File: src/rtl/sccb_arbiter.sv
// Two-port round-robin arbiter sharing one SCCB master between the config
// sequencer (port 0) and a runtime register writer (port 1), with a per-phase watchdog.
module sccb_arbiter #(
    parameter int CLK_FREQ   = 25000000,
    parameter int TIMEOUT_MS = 10
) (
    input  logic       clk,
    input  logic       rst_n,
    input  logic       req0_start,
    input  logic [7:0] req0_addr,
    input  logic [7:0] req0_data,
    output logic       req0_ready,
    input  logic       req1_start,
    input  logic [7:0] req1_addr,
    input  logic [7:0] req1_data,
    output logic       req1_ready,
    input  logic       SCCB_interface_ready,
    output logic [7:0] SCCB_interface_addr,
    output logic [7:0] SCCB_interface_data,
    output logic       SCCB_interface_start,
    output logic       grant,
    output logic       busy,
    output logic       timeout_err,
    output logic [7:0] error_count
);

    localparam logic [31:0] TIMEOUT_CYCLES = 32'((CLK_FREQ / 1000) * TIMEOUT_MS);
    localparam logic [31:0] WD_LOAD        = TIMEOUT_CYCLES - 32'd1;

    typedef enum logic [1:0] {
        IDLE,
        WAIT_ACK,
        WAIT_DONE
    } state_t;

    state_t      state;
    logic [1:0]  pending;
    logic [7:0]  buf_addr0;
    logic [7:0]  buf_data0;
    logic [7:0]  buf_addr1;
    logic [7:0]  buf_data1;
    logic        last_grant;
    logic [31:0] watchdog;
    logic        next_port;

    assign req0_ready = !pending[0];
    assign req1_ready = !pending[1];
    assign busy       = (state != IDLE);

    // On a tie the port that did not win last time goes next.
    always_comb begin
        next_port = pending[1];
        if (pending == 2'b11) begin
            next_port = !last_grant;
        end
    end

    always_ff @(posedge clk or negedge rst_n) begin
        if (!rst_n) begin
            state                <= IDLE;
            pending              <= 2'b00;
            buf_addr0            <= 8'h00;
            buf_data0            <= 8'h00;
            buf_addr1            <= 8'h00;
            buf_data1            <= 8'h00;
            last_grant           <= 1'b1;
            grant                <= 1'b0;
            watchdog             <= 32'd0;
            SCCB_interface_addr  <= 8'h00;
            SCCB_interface_data  <= 8'h00;
            SCCB_interface_start <= 1'b0;
            timeout_err          <= 1'b0;
            error_count          <= 8'h00;
        end else begin
            SCCB_interface_start <= 1'b0;
            timeout_err          <= 1'b0;

            if (req0_start && !pending[0]) begin
                pending[0] <= 1'b1;
                buf_addr0  <= req0_addr;
                buf_data0  <= req0_data;
            end
            if (req1_start && !pending[1]) begin
                pending[1] <= 1'b1;
                buf_addr1  <= req1_addr;
                buf_data1  <= req1_data;
            end

            case (state)
                IDLE: begin
                    if (SCCB_interface_ready && (pending != 2'b00)) begin
                        SCCB_interface_addr  <= next_port ? buf_addr1 : buf_addr0;
                        SCCB_interface_data  <= next_port ? buf_data1 : buf_data0;
                        SCCB_interface_start <= 1'b1;
                        grant                <= next_port;
                        last_grant           <= next_port;
                        watchdog             <= WD_LOAD;
                        state                <= WAIT_ACK;
                    end
                end
                // Exit condition takes priority over an expiring watchdog.
                WAIT_ACK: begin
                    if (!SCCB_interface_ready) begin
                        watchdog <= WD_LOAD;
                        state    <= WAIT_DONE;
                    end else if (watchdog == 32'd0) begin
                        pending[grant] <= 1'b0;
                        timeout_err    <= 1'b1;
                        if (error_count != 8'hFF) begin
                            error_count <= error_count + 8'd1;
                        end
                        state <= IDLE;
                    end else begin
                        watchdog <= watchdog - 32'd1;
                    end
                end
                WAIT_DONE: begin
                    if (SCCB_interface_ready) begin
                        pending[grant] <= 1'b0;
                        state          <= IDLE;
                    end else if (watchdog == 32'd0) begin
                        pending[grant] <= 1'b0;
                        timeout_err    <= 1'b1;
                        if (error_count != 8'hFF) begin
                            error_count <= error_count + 8'd1;
                        end
                        state <= IDLE;
                    end else begin
                        watchdog <= watchdog - 32'd1;
                    end
                end
                default: state <= IDLE;
            endcase
        end
    end

endmodule

File: config.mk
export PLATFORM = sky130hd
export DESIGN_NAME = sccb_arbiter
export DESIGN_NICKNAME = d
export VERILOG_FILES = /design/src/rtl/sccb_arbiter.sv
export SDC_FILE = /design/constraint.sdc
export NUM_CORES = 1
export LEC_CHECK = 0
export BUFFER_PORTS_ARGS = -buffer_cell sky130_fd_sc_hd__buf_2
export CAP_MARGIN = 20
export CORE_MARGIN = 2
export CORE_UTILIZATION = 55
export CTS_CLUSTER_DIAMETER = 50
export DETAILED_ROUTE_END_ITERATION = 12
export MAX_ROUTING_LAYER = met4
export PLACE_DENSITY = 0.88
export SETUP_SLACK_MARGIN = 0.02
export SYNTH_ARGS = -nofsm -noshare
export SYNTH_HDL_FRONTEND = slang
export SYNTH_SLANG_ARGS = --single-unit
File: constraint.sdc
create_clock -name clk -period 3.1 [get_ports clk]
set_input_delay 0.465 -clock clk [delete_from_list [all_inputs] [get_ports clk]]
set_output_delay 0.465 -clock clk [all_outputs]
set_load 0.05 [all_outputs]
==> out/results.txt, run 1 <==
The run finished with clean final reports. The proportion of synthesized flip-flops having asynchronous set or reset was 1.00; the synthesis-stage register bit count was 96. The effective utilization at floorplan was 0.575; the measured slew at the worst slew-check pin was 0.751 ns.

Buffers inserted to repair hold after CTS numbered 0. The layout has 614 filler cells. The signal on the critical path passes through or4_4 -> or4_4 -> nor4_4 -> and2_1 -> mux2_2.

Element type at the critical path start: a register. CTS saw 96 sinks. The adder-cell share of the synthesized area was 0.0183.

The multi-input combinational cells in the finished layout cover a total of 2210 µm². In this run the worst path has a maximum fanout of 7. The fraction of layout cells with a size suffix above 1 was 0.281; the clock period minus final worst setup slack was 2.66 ns. For this design the total switching power over the nets is 2340 µW. The maximum number of pins on one net before global-route repair came out at 89. Setup repair after global routing left no endpoint under its margin. The post-route clock period utilization came out at 0.859. The first detailed-routing pass took 5 iterations.

When the netlist entered floorplanning its net count stood at 497. Hold timing on the final database bottoms out at a slack of 0.320 ns. The buffer count from post-CTS setup fixing is 0. The first routing iteration left 323 violations.

Slowest cell on the critical path: or4_4. The total core area is 8300 µm². Summing every instance area after synthesis gives 4770 µm². Number of antenna violations at the first check in global routing: 0. In this run the tool buffered the top-level ports with 66 buffer cells.

The worst setup path is of the register to register kind. After synthesis, the netlist uses 55 different library cells. The post-synthesis mux area share is 0.116, and the floorplan die width is 97.2 µm. Clock tree synthesis inserted a total of 9 buffers. Worst ir drop on vdd: 0.000738 V. The tools report the final-stage net count as 563.

The die footprint is 9440 µm², and the final clock skew is 0.0186 ns. The part of the total power dissipated in combinational logic was 0.462; the ratio of routed vias to standard cells was 6.10. The logs give 0.460 ns for the pre-CTS setup slack and 7.41 mm for the detailed placer's ending HPWL. Global routing finished with a remaining overflow of 0. Summed over all layers, the routed wires come to 10.7 mm. By area the synthesized netlist is led by dfrtp_1 (50%), mux2_2 (8.3%), o21ai_0 (5.1%). The logs give 0 for the number of max-capacitance violations reported and 67 for the count of pins on the block boundary. The tools report the final core area utilization as 0.657.

The final hold violation count is 0, and the global routing usage on met3 is 0.0403. Dividing total power by cell area gives a power density of 972 nW/µm². The average wire length per cell after detail routing was 17.0 µm; the die boundary height was 97.2 µm. The tools report the root buffer cell as clkbuf_8. The layer flagged by global routing as most heavily used is met2. The number of global-route vias before repair was 3899; the max-slew headroom at the worst pin was 0.496. The required time at the worst-slack endpoint came out at 3.36 ns. TritonCTS built the clock tree. For the met1 track demand over resource in global routing, the log shows 0.310. In this run, post-CTS repair resized a total of 0 instances. The post-synthesis compound-gate area fraction was 0.140; the instance count of the mapped netlist was 453. The simple-gate area share of the yosys netlist is 0.176, and the average cell area after synthesis is 10.5 µm². Row generation in the floorplan step produced 33 rows. The logs give 0 for the final-report max-slew violation count and 0.504 for the sequential fraction of the synthesis area. The run gives 0.382 as the global-route track usage on met2.

The switching part of the total was 0.441; the final setup violation count was 0. The dominant cell type by count on the critical path was or4_4. The first global-routing pass estimated 18.4 mm of wire. All-layer global routing usage: 0.242.

The total leakage power is 0.00251 µW, and the worst-case setup margin in the final layout is 0.436 ns. The cell-internal power was 2960 µW. Based on the critical path, the design can be clocked at up to 0.375 GHz. The synthesis warning total was 0; the total power after layout was 5300 µW. The sequential group share of total power came out at 0.374. For the worst-skew pair, the clock arrives at the later sink with an insertion delay of 0.37 ns. The clock slew at the register clock pins of the worst setup and hold paths was 0.11 ns; the largest stage delay on the critical path was 0.59 ns.

For the number of remaining DRC errors, the log shows 0. The XOR/XNOR share of the synthesized area is 0.0128. The final route contains 3837 vias.

The area added between synthesis and finish was 14.2%. At the end of routability-driven placement, the weighted congestion stood at 0.892. Once detail routing completed, the nets flagged for antenna violations numbered 0. For this run, the leading register cell type out of synthesis is dfrtp_1. The area taken by flip-flops and latches was 2400 µm². The run gives 0.164 as the clock group share of total power. The path class of the tightest hold or removal check is input port to register. Nature of the critical path endpoint: a register. For the maximum clock insertion buffer count, the log shows 2. The number of antenna cells inserted was 0. The H-tree was split into 3 levels.

Summed over all instances, the cell type with the most area after synthesis is dfrtp_1. After routing, the total negative slack on setup checks comes to 0 ns. The synthesized design contains 0 enable-type register cells. After synthesis, the largest family of logic cells by area is simple AND/OR/NAND/NOR gates. The data arrival time of the critical path was 2.92 ns.

The area share of the leading cell type in the synthesized netlist works out to 0.498.
## power by group through the flow
| stage | Clock, µW | Combinational, µW | Sequential [µW] |
|---|---|---|---|
| after floorplan | 0 | 1510 | 2320 |
| after global placement | 0 | 2340 | 1980 |
| after detailed placement | 0 | 2430 | 2000 |
| after CTS | 881 | 2450 | 1980 |
| after global routing | 939 | 2670 | 2050 |
| final | 868 | 2450 | 1980 |
## final cells by class
class | instances | share of cell area
sequential | 96 | 0.441
multi-input combinational | 323 | 0.406
timing repair buffer | 78 | 0.0817
tap | 105 | 0.0241
clock buffer | 9 | 0.0227
clock inverter | 7 | 0.0165
inverter | 11 | 0.00758
## path summary, 6_finish.rpt
path / start / slack (ns) / end / cells after the start
setup / recovery: watchdog[12] / 0.44 / error_count[1] / 5
setup reg to reg: watchdog[12] / 0.44 / error_count[1] / 5
hold / removal: req1_addr[5] / 0.32 / buf_addr1[5] / 2
hold reg to reg: SCCB_interface_data[5] / 0.48 / SCCB_interface_data[5] / 2
min in group asynchronous: rst_n / 0.51 / watchdog[24] / 2
max in group asynchronous: rst_n / 1.92 / last_grant / 3
## cells in the mapped netlist (3+ instances only)
library cell / count
nand3_2: 3
o22a_1: 3
nor3_1: 7
xnor2_1: 5
ha_1: 7
o311ai_0: 5
o211ai_1: 6
o21ai_0: 49
or3_1: 6
or4_4: 3
a21oi_1: 14
a31oi_1: 9
and2_1: 4
nor2_1: 24
mux2_2: 35
o31ai_1: 5
or2_2: 4
inv_1: 11
buf_6: 3
dfrtp_1: 95
mux2i_1: 16
clkbuf_1: 15
nand4_1: 8
nand3_1: 16
nor4_1: 10
or4_1: 3
nand2_1: 44
nor2b_1: 3
## cells by family after synthesis
group,Yosys count
DFF,96
buffers and inverters,34
adders and majority gates,7
xor gates and xnor gates,7
muxes,51
and+or+nand+nor,151
AOI/OAI and AO/OA,107
## per-stage QoR
stage,cells,area [µm²]
floorplan,453,4770
global placement,611,5200
detailed placement,611,5200
CTS,627,5410
global route,629,5450
finish,629,5450
## routing by layer
| layer | up-vias | wire length, µm |
|---|---|---|
| li1 | 1800 | - |
| met3 | 30 | 486 |
| met4 | 0 | 282 |
| met2 | 132 | 5230 |
| met1 | 1875 | 4690 |
| met5 | - | 0 |
## cells in the final DEF (no fill, tap or decap), types with 7 or more instances in the layout
cell type / n
buf_4: 11
buf_2: 65
o21ai_0: 49
ha_1: 7
mux2i_1: 16
mux2_2: 35
nand4_1: 8
a21oi_1: 13
dfrtp_1: 95
nor4_1: 10
inv_1: 11
a31oi_1: 9
nor2_1: 24
clkbuf_8: 9
nand3_1: 16
nor3_1: 7
nand2_1: 44
## sequential cells by signal (all words and copies together) (netlist names)
signal                count
SCCB_interface_addr       8
SCCB_interface_data       8
SCCB_interface_start      1
buf_addr0                 8
buf_addr1                 8
buf_data0                 8
buf_data1                 8
error_count               8
grant                     1
last_grant                1
pending                   2
state                     2
timeout_err               1
watchdog                 32
## worst max-delay path: cells and delay by family, from the launching register on
kind | cells | cell delay, ns
mux | 1 | 0.36
simple gates | 4 | 1.75
flops | 1 | 0.45
(Power assumes the default switching activity.)
==> run 2: changes to the inputs <==
RECOVER_POWER = 25   (was not set)
SKIP_CTS_REPAIR_TIMING = 1   (was not set)
==> run 2 against run 1 <==
  * Sequential share of layout area rose by 0.22 points
  * Critical path depth did not move
  * Clock skew rose by 0.00084 ns
  * Non-clock buffer count did not move
  * Largest power group unchanged
  * Worst hold slack barely moved
  * Total power barely moved
  * Sequential power barely moved
  * Die area did not move
  * Cell count did not move
==> out/results.txt, run 2 (synthesized netlist as in run 1, its figures left out) <==
The logs give 0 (unchanged) for the number of antenna cells inserted and 3899 (unchanged) for the number of global-route vias before repair. The number of optimization iterations in the first detailed-route pass is 5 (unchanged), and the effective utilization at floorplan is 0.575 (unchanged). Final clock skew: 0.0195 ns (was 0.0186 ns). The tools report the final-stage net count as 563 (unchanged). The logs give 322 (was 323) for the DRC violation total after the first TritonRoute iteration and 7.41 mm (unchanged) for the detailed placer's ending HPWL. Power per cell area: 977 nW/µm² (was 972 nW/µm²). The maximum clock insertion buffer count is 2 (unchanged), and the final total negative setup slack is 0 ns (unchanged). The tools report the element type at the critical path start as a register (unchanged). Overflow left after global routing: 0 (unchanged). Commonest cells after routing, fill and taps aside: dfrtp_1 (95), buf_2 (65), o21ai_0 (49) (unchanged). The logs give 3.36 ns (about the same) for the required time at the worst-slack endpoint and 0.319 ns (was 0.320 ns) for the final hold slack. The number of fill cells came out at 616 (was 614).

The run finished with clean final reports. The total core area was 8300 µm² (unchanged). For the final standard cell area without fillers, the log shows 5420 µm² (was 5450 µm²).

The tools report the worst ir drop on vdd as 0.000738 V (about the same). The largest register by flop count is watchdog (unchanged). The run gives 0 (unchanged) as the final setup violation count. The final-report max-slew violation count was 0 (unchanged).

The max-slew headroom at the worst pin is 0.328 (was 0.496), and the post-route clock period utilization is 0.862 (was 0.859). The area added between synthesis and finish came out at 13.6% (was 14.2%). The root buffer cell was clkbuf_8 (unchanged). The fraction of layout cells with a size suffix above 1 is 0.277 (was 0.281).

The post-placement cell area was 5200 µm² (unchanged); the port buffer count was 66 (unchanged). The clock sink count came out at 96 (unchanged). For the final core area utilization, the log shows 0.653 (was 0.657). Weighted congestion at the end of routability-driven global placement: 0.892 (unchanged). The average wire length per cell after detail routing came out at 17.1 µm (was 17.0 µm). The measured slew at the worst slew-check pin came out at 1.01 ns (was 0.751 ns). Number of antenna violations at the first check in global routing: 0 (unchanged). The logs give 0.00250 µW (was 0.00251 µW) for the total leakage power and 0 (unchanged) for the number of nets still failing antenna checks after routing. The number of buffers added by the clock tree synthesis step was 9 (unchanged); the number of levels the H-tree was split into was 3 (unchanged).

Most common cell after layout, fill and taps aside: dfrtp_1 (unchanged). Kind of critical path: register to register (unchanged). The all-layer global routing usage was 0.242 (unchanged); the maximum fanout along the worst path was 7 (unchanged).

Die boundary height: 97.2 µm (unchanged). The clock latency on the worst-skew pair is 0.37 ns (about the same). The run gives 10.7 mm (about the same) as the total wire length after detailed routing. Setup repair after global routing left no endpoint under its margin. The logs give 67 (unchanged) for the count of pins on the block boundary and 0 (unchanged) for the final hold violation count. The logs give 89 (unchanged) for the maximum number of pins on one net before global-route repair and 0.374 GHz (was 0.375 GHz) for the maximum achievable frequency.

The clock slew at the register clock pins of the worst setup and hold paths came out at 0.11 ns (about the same). The number of remaining DRC errors was 0 (unchanged). The number of max-capacitance violations reported is 0 (unchanged). TritonCTS built the clock tree. The number of flip-flops under the largest register name came out at 32 (unchanged).

The post-layout instance count excluding filler cells was 629 (unchanged); the global-route wire length before repair was 18.4 mm (unchanged). The number of placement rows came out at 33 (unchanged). The run gives 3861 (was 3837) as the total via count after detailed routing. The nature of the critical path endpoint was a register (unchanged). The ratio of routed vias to standard cells came out at 6.14 (was 6.10).

The die footprint was 9440 µm² (unchanged). The data arrival time of the critical path is 2.93 ns (was 2.92 ns), and the number of cells after detailed placement is 611 (unchanged). The clock period minus final worst setup slack is 2.67 ns (was 2.66 ns), and the floorplan die width is 97.2 µm (unchanged). The type of the most critical hold path is input port to register (unchanged).
run 2: changes by cell type in the layout (fill, tap and decap cells not counted), sizes merged:
cell / change
clkbuf: +3
buf: -3
run 2: path summary, 6_finish.rpt:
kind	end	slack, ns	cells past startpoint	startpoint
setup reg to reg	error_count[1]	0.43	5	watchdog[12]
hold reg to reg	SCCB_interface_data[5]	0.48	2	SCCB_interface_data[5]
min in group asynchronous	watchdog[27]	0.78	2	rst_n
max in group asynchronous	buf_data1[1]	0.74	3	rst_n
setup / recovery	error_count[1]	0.43	5	watchdog[12]
hold / removal	buf_addr1[5]	0.32	2	req1_addr[5]
run 2: worst max-delay path, cell delays in order, from the launching register on:
cell and delay, ns:
dfrtp_1 0.46, or4_4 0.59, or4_4 0.51, nor4_4 0.36
and2_1 0.29, mux2_2 0.36
run 2: layer usage:
layer | up-vias | GRT usage | wire length [µm]
li1 | 1801 | - | -
met1 | 1896 | 0.310 | 4690
met2 | 139 | 0.382 | 5220
met3 | 25 | 0.0403 | 582
met4 | 0 | 0.105 | 255
met5 | - | - | 0
run 2: through the flow:
step	total power (µW)	setup WS (ns)
final	5290	0.427
after detailed placement	4440	0.460
after global placement	4310	0.512
after CTS	5310	0.441
after floorplan	3830	0.566
after global routing	5650	0.280
run 2: cell type report:
cell class,count,area (µm²),area share
flip-flops and latches,96,2400,0.443
clock buffers,9,124,0.0228
multi-input cells,323,2210,0.408
clock inverters,7,90.1,0.0166
inverters,11,41.3,0.00762
repair buffers,78,418,0.0771
well taps,105,131,0.0242
run 2: report_power, final:
group | leakage [µW] | switching (µW) | total [µW] | internal, µW
combinational | 0.00120 | 1570 | 2450 | 876
clock | 0.000101 | 477 | 867 | 389
sequential | 0.00120 | 288 | 1980 | 1690
==> run 3: changes to the inputs <==
ABC_AREA = 1   (was not set)
CAP_MARGIN = not set   (was 20)
==> run 3 against run 2 <==
  * The run now ends with capacitance limit, slew limit left
  * Critical path type unchanged
  * Via count rose by 18%
  * Global-route usage grew 3.5 points
  * Register-to-register slack gained 0.27 ns
  * Largest cell class unchanged
  * Clock-buffer cell count unchanged
  * Synthesized area is 7.4% higher
  * Sequential share of layout area shrank 2.8 points
  * Clock power is 6.6% higher
  * Total power shrank 4.7%
  * Setup slack gained 0.27 ns
  * Clock skew fell by 0.0066 ns
  * Cell area rose by 6.7%
==> out/results.txt, run 3 <==
The maximum number of pins on one net before global-route repair is 65 (was 89), and the maximum fanout along the worst path is 20 (was 7). The detailed placer's ending HPWL came out at 8.97 mm (was 7.41 mm). The maximum achievable frequency was 0.417 GHz (was 0.374 GHz); the number of optimization iterations in the first detailed-route pass was 5 (unchanged). The clock period minus final worst setup slack was 2.40 ns (was 2.67 ns). The tools report the instance count of the mapped netlist as 612 (was 453).

The maximum clock insertion buffer count was 2 (unchanged); the proportion of synthesized flip-flops having asynchronous set or reset was 1.00 (unchanged). Largest register by flop count: watchdog (unchanged). The number of max-capacitance violations reported is 1 (was 0). The slowest cell on the critical path is and3_1 (was or4_4). The kind of critical path was register to register (unchanged). The total wire length after detailed routing was 12.8 mm (was 10.7 mm). The die boundary height was 101 µm (was 97.2 µm).

The largest area contributor in the netlist was dfrtp_1 (unchanged). For the final clock skew, the log shows 0.0128 ns (was 0.0195 ns). The final-report max-slew violation count was 33 (was 0); the number of antenna violations at the first check in global routing was 0 (unchanged). The ratio of routed vias to standard cells works out to 5.75 (was 6.14). The power per cell area works out to 872 nW/µm² (was 977 nW/µm²). The synthesis-stage register bit count came out at 96 (unchanged). Setup repair after global routing left no endpoint under its margin. The worst hold path stage count is 2 (unchanged), and the logic depth of the worst register-to-register path is 9 (was 5).

The average wire length per cell after detail routing is 16.2 µm (was 17.1 µm), and the count of unique library cells instantiated by Yosys is 37 (was 55). The global-route wire length before repair is 21.7 mm (was 18.4 mm), and the port buffer count is 66 (unchanged). The root buffer cell is clkbuf_8 (unchanged). The source of the worst register-to-register timing path was state[0] (was watchdog[12]).

The number of flip-flops under the largest register name was 32 (unchanged); the area of the mapped netlist was 5130 µm² (was 4770 µm²). The number of levels the H-tree was split into is 3 (unchanged), and the die footprint is 10100 µm² (was 9440 µm²). Measured slew at the worst slew-check pin: 1.89 ns (was 1.01 ns). Element type at the critical path start: a register (unchanged). Leading cell types by count after synthesis: nand2_1 (131), dfrtp_1 (95), inv_1 (61), nor2_1 (61), o21ai_0 (61) (was dfrtp_1 (95), o21ai_0 (49), nand2_1 (44)).

For the number of antenna cells inserted, the log shows 0 (unchanged). Required time at the worst-slack endpoint: 3.40 ns (was 3.36 ns). The tools report the number of remaining DRC errors as 0 (unchanged).

The fraction of layout cells with a size suffix above 1 was 0.221 (was 0.277). The flow ran to the end, but the final reports show violations. The weighted congestion at the end of routability-driven global placement came out at 0.915 (was 0.892). The area added between synthesis and finish is 12.8% (was 13.6%). The floorplan die width came out at 101 µm (was 97.2 µm).

The total via count after detailed routing is 4562 (was 3861), and the worst ir drop on vdd is 0.000692 V (was 0.000738 V). The critical hold path startpoint is req1_data[7] (was req1_addr[5]). The number of flops mapped to enable cells by yosys is 0 (unchanged). The max-slew headroom at the worst pin came out at -0.260 (was 0.328).

The type of the most critical hold path was input port to register (unchanged). The area share of the leading cell type in the synthesized netlist came out at 0.464 (was 0.498). The sequential fraction of the synthesis area is 0.469 (was 0.504).

Total core area: 9150 µm² (was 8300 µm²). Nature of the critical path endpoint: a register (unchanged). The number of buffers added by the clock tree synthesis step came out at 9 (unchanged). Final hold slack: 0.324 ns (was 0.319 ns). The number of global-route vias before repair came out at 4706 (was 3899). The most common cell after layout, fill and taps aside was nand2_1 (was dfrtp_1). For the clock latency on the worst-skew pair, the log shows 0.37 ns (about the same).

Count of pins on the block boundary: 67 (unchanged). Commonest cells after routing, fill and taps aside: nand2_1 (131), dfrtp_1 (95), buf_2 (65) (was dfrtp_1 (95), buf_2 (65), o21ai_0 (49)). Endpoint of the worst hold-timing path: buf_data1[7] (was buf_addr1[5]). The logs give 2.69 ns (was 2.93 ns) for the data arrival time of the critical path and 0 (unchanged) for the final setup violation count. The tools report the all-layer global routing usage as 0.277 (was 0.242). The logs give 0 (unchanged) for the overflow left after global routing and 0 ns (unchanged) for the final total negative setup slack. The run gives 0.70 ns (was 0.43 ns) as the setup slack of the worst register-to-register path. TritonCTS built the clock tree.

The DRC violation total after the first TritonRoute iteration was 350 (was 322). The run gives 0 (unchanged) as the final hold violation count. Area contributors post-synth: dfrtp_1 (46%), nand2_1 (9.6%), mux2_2 (7.0%) (was dfrtp_1 (50%), mux2_2 (8.3%), o21ai_0 (5.1%)).

The tools report the endpoint of the worst-slack reg-to-reg timing path as watchdog[23] (was error_count[1]). The final-stage net count came out at 723 (was 563). The run gives 656 (was 497) as the synthesized net count. The total leakage power was 0.00285 µW (was 0.00250 µW); the clock slew at the register clock pins of the worst setup and hold paths was 0.10 ns (was 0.11 ns). CP cell instances: inv_1 -> ha_1 -> nand2_1 -> nand2_1 -> a21oi_2 -> buf_4 -> and3_1 -> nand2_1 -> o21ai_1 (was or4_4 -> or4_4 -> nor4_4 -> and2_1 -> mux2_2). Largest stage delay on the critical path: 0.70 ns (was 0.59 ns). The average cell area after synthesis is 8.38 µm² (was 10.5 µm²), and the post-route clock period utilization is 0.774 (was 0.862). The most common flop cell mapped by yosys was dfrtp_1 (unchanged). The final reports fail on capacitance limit, slew limit.

The number of placement rows came out at 35 (was 33). Effective utilization at floorplan: 0.560 (was 0.575). Dominant cell type by count on the critical path: nand2_1 (was or4_4). The synthesis warning total was 0 (unchanged). The logs give 96 (unchanged) for the clock sink count and 0 (unchanged) for the number of nets still failing antenna checks after routing.

Most frequent cell after synthesis: nand2_1 (was dfrtp_1).
==> run 3: cell count changes after synthesis, moves of 12 or more <==
cell	previous run	this run
inv_1	11	61
o21ai_0	49	61
nor2_1	24	61
nand2_1	44	131
nand3_1	16	46
nor2_2	0	14
o21ai_1	0	13
mux2i_1	16	0
==> run 3: kinds of logic (layout without fill, tap and decap cells) <==
| kind of cell | after synthesis | count (layout) | synth area share |
|---|---|---|---|
| buffers and inverters | 81 | 152 | 0.0639 |
| and+or+nand+nor | 282 | 282 | 0.248 |
| xor gates and xnor gates | 14 | 14 | 0.0268 |
| DFF | 96 | 96 | 0.469 |
| AOI/OAI and AO/OA | 100 | 100 | 0.105 |
| adders and majority gates | 7 | 7 | 0.0171 |
| muxes | 32 | 32 | 0.0703 |
==> run 3: through the flow <==
step | setup slack, ns | area (µm²) | utilization | std cells | power [µW]
2_1_floorplan | 1.13 | 5130 | - | 612 | 3500
3_3_place_gp | 0.952 | 5570 | 0.608 | 779 | 3970
3_5_place_dp | 0.796 | 5570 | 0.608 | 779 | 4090
4_1_cts | 0.783 | 5790 | 0.632 | 794 | 5010
5_1_grt | 0.496 | 5780 | 0.632 | 794 | 5340
6_report | 0.702 | 5780 | 0.632 | 794 | 5040
==> run 3: power breakdown <==
| group | switching (µW) | internal, µW | leakage [µW] |
|---|---|---|---|
| Clock | 468 | 456 | 0.000106 |
| Sequential | 257 | 1670 | 0.00119 |
| Combinational | 1510 | 683 | 0.00155 |
| Total | 2230 | 2810 | 0.00285 |
==> run 3: final cells by class <==
class	instances	area, µm²
multi-input combinational	435	2400
clock inverter	6	93.8
tap	111	139
fill	757	3370
inverter	66	248
timing repair buffer	71	379
sequential	96	2400
clock buffer	9	124
==> run 3: worst max-delay path: cells and delay by family (launching register included) <==
kind | cells | cell delay (ns)
AOI/OAI and AO/OA | 2 | 0.27
adders and majority gates | 1 | 0.26
buffers and inverters | 2 | 0.30
DFF | 1 | 0.44
and+or+nand+nor | 4 | 1.05
==> run 3: how the worst max path moves through the flow <==
stage / start / endpoint / slack, ns / cells after the start
floorplan: error_count[0] / error_count[6] / 1.13 / 9
global placement: state[0] / watchdog[6] / 0.95 / 11
detailed placement: state[0] / watchdog[23] / 0.80 / 9
CTS: state[0] / watchdog[23] / 0.78 / 9
global route: state[0] / watchdog[24] / 0.50 / 9
finish: state[0] / watchdog[23] / 0.70 / 9
==> run 3: per-layer routing <==
layer  GRT usage  share of wire
met5           -              0
met2       0.466           0.51
met3      0.0472          0.066
met1       0.339           0.41
met4      0.0991          0.021
